<file path="config.mk">
export PLATFORM = sky130hd
export DESIGN_NAME = execute_feedback_arbiter
export DESIGN_NICKNAME = d
export VERILOG_FILES = /design/src/rtl/execute_feedback_arbiter.sv
export SDC_FILE = /design/constraint.sdc
export NUM_CORES = 1
export LEC_CHECK = 0
export ABC_AREA = 1
export CORE_MARGIN = 3
export CORE_UTILIZATION = 32
export CTS_BUF_LIST = sky130_fd_sc_hd__clkbuf_4 sky130_fd_sc_hd__clkbuf_8
export CTS_CLUSTER_SIZE = 10
export DETAILED_ROUTE_END_ITERATION = 16
export PLACE_DENSITY = 0.64
export SYNTH_ARGS = -nofsm -noshare
export SYNTH_HDL_FRONTEND = slang
export SYNTH_SLANG_ARGS = --single-unit
export TNS_END_PERCENT = 5
</file>
<file path="constraint.sdc">
create_clock -name clk -period 14.31 [get_ports clk]
set_clock_uncertainty 0.05 [all_clocks]
set_input_delay 2.862 -clock clk [delete_from_list [all_inputs] [get_ports clk]]
set_output_delay 2.862 -clock clk [all_outputs]
set_load 0.05 [all_outputs]
</file>
<file path="src/rtl/execute_feedback_arbiter.sv">
// Execute feedback arbiter: one holding register per execute-unit channel
// (ALU, BRU, CSR, DIV, LSU, MUL), drained round-robin onto a small set of
// registered register-file write ports.
module execute_feedback_arbiter #(
    parameter int CH_NUM       = 6,
    parameter int WB_PORT_NUM  = 2,
    parameter int PHY_ID_WIDTH = 6,
    parameter int DATA_WIDTH   = 32
) (
    input  logic                                clk,
    input  logic                                rst,
    input  logic                                flush,
    input  logic [CH_NUM-1:0]                   req_enable,
    input  logic [CH_NUM*PHY_ID_WIDTH-1:0]      req_phy_id,
    input  logic [CH_NUM*DATA_WIDTH-1:0]        req_value,
    output logic [CH_NUM-1:0]                   req_ready,
    output logic [WB_PORT_NUM-1:0]              wb_enable,
    output logic [WB_PORT_NUM*PHY_ID_WIDTH-1:0] wb_phy_id,
    output logic [WB_PORT_NUM*DATA_WIDTH-1:0]   wb_value,
    output logic [31:0]                         conflict_cnt
);

    localparam int PTR_W = (CH_NUM > 1) ? $clog2(CH_NUM) : 1;
    localparam int IDX_W = PTR_W + 1;
    localparam int CNT_W = $clog2(CH_NUM + 1);
    localparam logic [IDX_W-1:0] CH_NUM_IDX = IDX_W'(CH_NUM);
    localparam logic [IDX_W-1:0] CH_LAST    = IDX_W'(CH_NUM - 1);

    logic [CH_NUM-1:0]       hold_valid_q, hold_valid_d;
    logic [PHY_ID_WIDTH-1:0] hold_phy_id_q [CH_NUM];
    logic [DATA_WIDTH-1:0]   hold_value_q  [CH_NUM];
    logic [PTR_W-1:0]        rr_ptr_q, rr_ptr_d, next_ptr;

    logic [WB_PORT_NUM-1:0]              wb_enable_q;
    logic [WB_PORT_NUM*PHY_ID_WIDTH-1:0] wb_phy_id_q;
    logic [WB_PORT_NUM*DATA_WIDTH-1:0]   wb_value_q;
    logic [31:0]                         conflict_cnt_q;

    // Scan order is realised by rotating hold_valid so bit 0 is the rr_ptr channel.
    logic [CH_NUM-1:0]      hold_rot, grant_rot, grant, xfer;
    logic [WB_PORT_NUM-1:0] port_vld;
    logic [PTR_W-1:0]       port_sel [WB_PORT_NUM];
    logic [IDX_W-1:0]       scan_idx;
    logic [CNT_W-1:0]       hv_cnt;
    logic                   oversub;
    int                     n_gnt;

    assign hold_rot = CH_NUM'({hold_valid_q, hold_valid_q} >> rr_ptr_q);
    assign grant    = CH_NUM'(({grant_rot, grant_rot} << rr_ptr_q) >> CH_NUM);

    // Pick the first WB_PORT_NUM held channels in round-robin order; n-th grant drives port n.
    always_comb begin
        n_gnt     = 0;
        grant_rot = '0;
        port_vld  = '0;
        next_ptr  = rr_ptr_q;
        scan_idx  = '0;
        for (int k = 0; k < WB_PORT_NUM; k++) port_sel[k] = '0;
        for (int j = 0; j < CH_NUM; j++) begin
            scan_idx = {1'b0, rr_ptr_q} + IDX_W'(j);
            if (scan_idx >= CH_NUM_IDX) scan_idx = scan_idx - CH_NUM_IDX;
            if (hold_rot[j] && (n_gnt < WB_PORT_NUM)) begin
                grant_rot[j] = 1'b1;
                for (int k = 0; k < WB_PORT_NUM; k++) begin
                    if (k == n_gnt) begin
                        port_vld[k] = 1'b1;
                        port_sel[k] = scan_idx[PTR_W-1:0];
                    end
                end
                next_ptr = (scan_idx == CH_LAST) ? '0 : scan_idx[PTR_W-1:0] + 1'b1;
                n_gnt    = n_gnt + 1;
            end
        end
    end

    // Ready depends only on held state and flush, never on req_enable.
    assign req_ready = {CH_NUM{!flush}} & (~hold_valid_q | grant);
    assign xfer      = req_enable & req_ready;

    // Next held-valid and pointer: flush wins, a new transfer refills a granted slot.
    always_comb begin
        hold_valid_d = flush ? '0 : (xfer | (hold_valid_q & ~grant));
        rr_ptr_d     = flush ? '0 : ((|port_vld) ? next_ptr : rr_ptr_q);
    end

    // Occupancy count for the oversubscription statistic.
    always_comb begin
        hv_cnt = '0;
        for (int c = 0; c < CH_NUM; c++) hv_cnt = hv_cnt + CNT_W'(hold_valid_q[c]);
        oversub = (hv_cnt > CNT_W'(WB_PORT_NUM));
    end

    // Control state: held-valid flags and round-robin pointer.
    always_ff @(posedge clk or posedge rst) begin
        if (rst) begin
            hold_valid_q <= '0;
            rr_ptr_q     <= '0;
        end else begin
            hold_valid_q <= hold_valid_d;
            rr_ptr_q     <= rr_ptr_d;
        end
    end

    // Holding-register payload captured on each accepted handshake.
    always_ff @(posedge clk) begin
        for (int c = 0; c < CH_NUM; c++) begin
            if (xfer[c]) begin
                hold_phy_id_q[c] <= req_phy_id[c*PHY_ID_WIDTH +: PHY_ID_WIDTH];
                hold_value_q[c]  <= req_value[c*DATA_WIDTH +: DATA_WIDTH];
            end
        end
    end

    // Registered write ports; unused ports keep their last id/value.
    always_ff @(posedge clk or posedge rst) begin
        if (rst) begin
            wb_enable_q <= '0;
            wb_phy_id_q <= '0;
            wb_value_q  <= '0;
        end else if (flush) begin
            wb_enable_q <= '0;
        end else begin
            wb_enable_q <= port_vld;
            for (int k = 0; k < WB_PORT_NUM; k++) begin
                if (port_vld[k]) begin
                    wb_phy_id_q[k*PHY_ID_WIDTH +: PHY_ID_WIDTH] <= hold_phy_id_q[port_sel[k]];
                    wb_value_q[k*DATA_WIDTH +: DATA_WIDTH]      <= hold_value_q[port_sel[k]];
                end
            end
        end
    end

    // Saturating oversubscription counter; survives flush.
    always_ff @(posedge clk or posedge rst) begin
        if (rst) begin
            conflict_cnt_q <= '0;
        end else if (oversub && (conflict_cnt_q != 32'hFFFF_FFFF)) begin
            conflict_cnt_q <= conflict_cnt_q + 32'd1;
        end
    end

    assign wb_enable    = wb_enable_q;
    assign wb_phy_id    = wb_phy_id_q;
    assign wb_value     = wb_value_q;
    assign conflict_cnt = conflict_cnt_q;

endmodule

</file>
==> metrics <==
Max-cap violations 0; critical path's top delay family buffers and inverters; share of Yosys cell area claimed by the top area cell type 0.360; clk slew on worst S/H paths 60 ps; Ports 353; final setup violation count 0; Die Y 250 um; Post-route DRC 0; core area 0.0582 mm^2; initial drt markers 1,417; Fmax 0.103 GHz; Routability Congestion 0.878; total grt overflow 0; syn nets 2,611; ys flop type edfxtp_1; Yosys top cell by area edfxtp_1; I/O Buffers 352; Max clock buf depth 3; Slew @ Worst Pin 1190 ps; crit-path max cell delay 840 ps; EDFF count, synth 228; via count 17,600; initial antenna violation count 4; final WL 70.7 mm; Synth Warn # 0; nets@finish 2,932; Slew headroom 0.206; share of cells above drive strength 1 0.0774; Hold/Removal Path Class reg2reg; Synth Register Bits 347; DP Area 0.0231 mm^2; Area Growth Syn to Fin 28.9%; final hold vios 0; Final Cell Area 0.0245 mm^2; Initial Util 0.326; FFs w/ async S/R, synth 0.343; TritonCTS clock tree done; Critical Path AT 6800 ps; Worst setup SP type flop; First-pass DRT Iterations 7; Setup TNS 0 ps; crit path time final 9710 ps; Inserted Clock Buffers 66; Critical Path Slowest Stage Cell clkdlybuf4s50_1; status complete, no violations; synthesized cell area 0.0190 mm^2; CTS Root Cell clkbuf_8; FP Rows 88; die area 0.0624 mm^2; pin count of the biggest net entering global routing 83; Total Routing Usage GR 0.220; RSZ-0062 raised after global routing no; synth unique cells 47; count of pins over their slew limit 0; syn avg cell area 8.12 um^2; WP data required 11,400 ps; Synth area leaders edfxtp_1 36%, dfrtp_1 16%, nand2_1 14%; number of clock sinks 347; Post-synth top cells 701 x nand2_1, 471 x nand3_1, 332 x inv_1; Final ANT Viol Nets 0; WP buf/inv 7; Crit Path Max Fanout 20; H-tree depth 3; critical path class reg2out; DIE WIDTH 250 um; clk_lat worst skew 640 ps; Routed WL per cell 20.3 um; period utilisation layout 0.678; crit end category primary output; post-synthesis sequential area ratio 0.517; Synth Instances 2,340; most common cell in the netlist nand2_1; post-cts sizing count 0; # hold bufs at CTS 0; first-pass GRT wire length 105 mm; postcts setup bufs 0; Final HPWL DP 45.1 mm; number of global-route vias before repair 17,500; Via-to-Cell Ratio 5.05
registers in the layout, summed over array words and instances, names as in the netlist:
signal and count:
conflict_cnt 32, hold_phy_id_q 36, hold_valid_q 6, hold_value_q 192, rr_ptr_q 3, wb_enable 2
wb_phy_id 12, wb_value 64
area by class of cell:
class                      instances  area [um^2]
tap                              765          957
inverter                         373         1410
antenna                            3         7.51
sequential                       347         9820
clock inverter                    24          183
clock buffer                      96         1170
fill                            5738        33800
multi-input combinational       1500         7260
timing repair buffer             373         3680
worst min-delay path, cell delays in order, from the launching register on:
cell	delay [ps]
dfrtp_1	340
nand2_1	50
nand2_1	50
cell families after synthesis:
family / synth area share
buffers and inverters: 0.106
flip-flops: 0.517
AND/OR/NAND/NOR: 0.304
XOR/XNOR: 0.0161
AO/OA/AOI/OAI: 0.0329
adder cells (fa/ha/maj): 0.0236
multiplexers: 0.00105
path summary, 6_finish.rpt:
path / startpoint / slack [ps] / depth (start not counted) / endpoint
setup / recovery: rr_ptr_q[1] / 4600 / 27 / req_ready[5]
hold / removal: wb_phy_id[8] / 430 / 2 / wb_phy_id[8]
setup reg to reg: rr_ptr_q[1] / 6710 / 29 / wb_value[5]
hold reg to reg: wb_phy_id[8] / 430 / 2 / wb_phy_id[8]
max in group asynchronous: rst / 10190 / 3 / wb_value[2]
min in group asynchronous: rst / 2680 / 2 / wb_value[48]
metal layers:
metal / global-route usage / wire, um / vias up
li1: - / - / 8154
met4: 0.0857 / 2450 / 2
met1: 0.288 / 29100 / 8360
met3: 0.0490 / 6340 / 146
met5: 0 / 13 / -
met2: 0.357 / 32800 / 914
cell usage in the layout, fill, tap and decap left out, drive strengths merged, types with 2 or more instances in the layout:
cell type      netlist  final
bufinv               0      2
buf                 89     21
nand4               10     10
clkdlybuf4s50        0    352
edfxtp             228    228
ha                  31     31
o21a                 3      3
o21ai               67     67
diode                0      3
clkinvlp             0      5
a21oi               34     34
clkbuf              31     96
xor2                27     27
fa                   3      3
nand3              479    479
and2                 2      2
nor3                16     16
clkinv              11     27
dfrtp              119    119
o31ai                2      2
xnor2                8      8
nand3b              10     10
mux2i                2      2
inv                362    363
o211ai               2      2
nor2                78     78
nand2              715    715
nor3b                3      3
metrics by stage:
stage          hold WS, ps  utilization  setup slack (ps)  std cells
2_1_floorplan          528            -              7170       2340
3_3_place_gp           414        0.397              5500       3358
3_5_place_dp           419        0.397              5350       3358
4_1_cts                435        0.420              4560       3478
5_1_grt                454        0.420              3960       3480
6_report               432        0.421              4600       3481
Power is left out: the tool's default activity adds up to more than one toggle a clock period on the data nets, which glitch-free logic cannot reach.
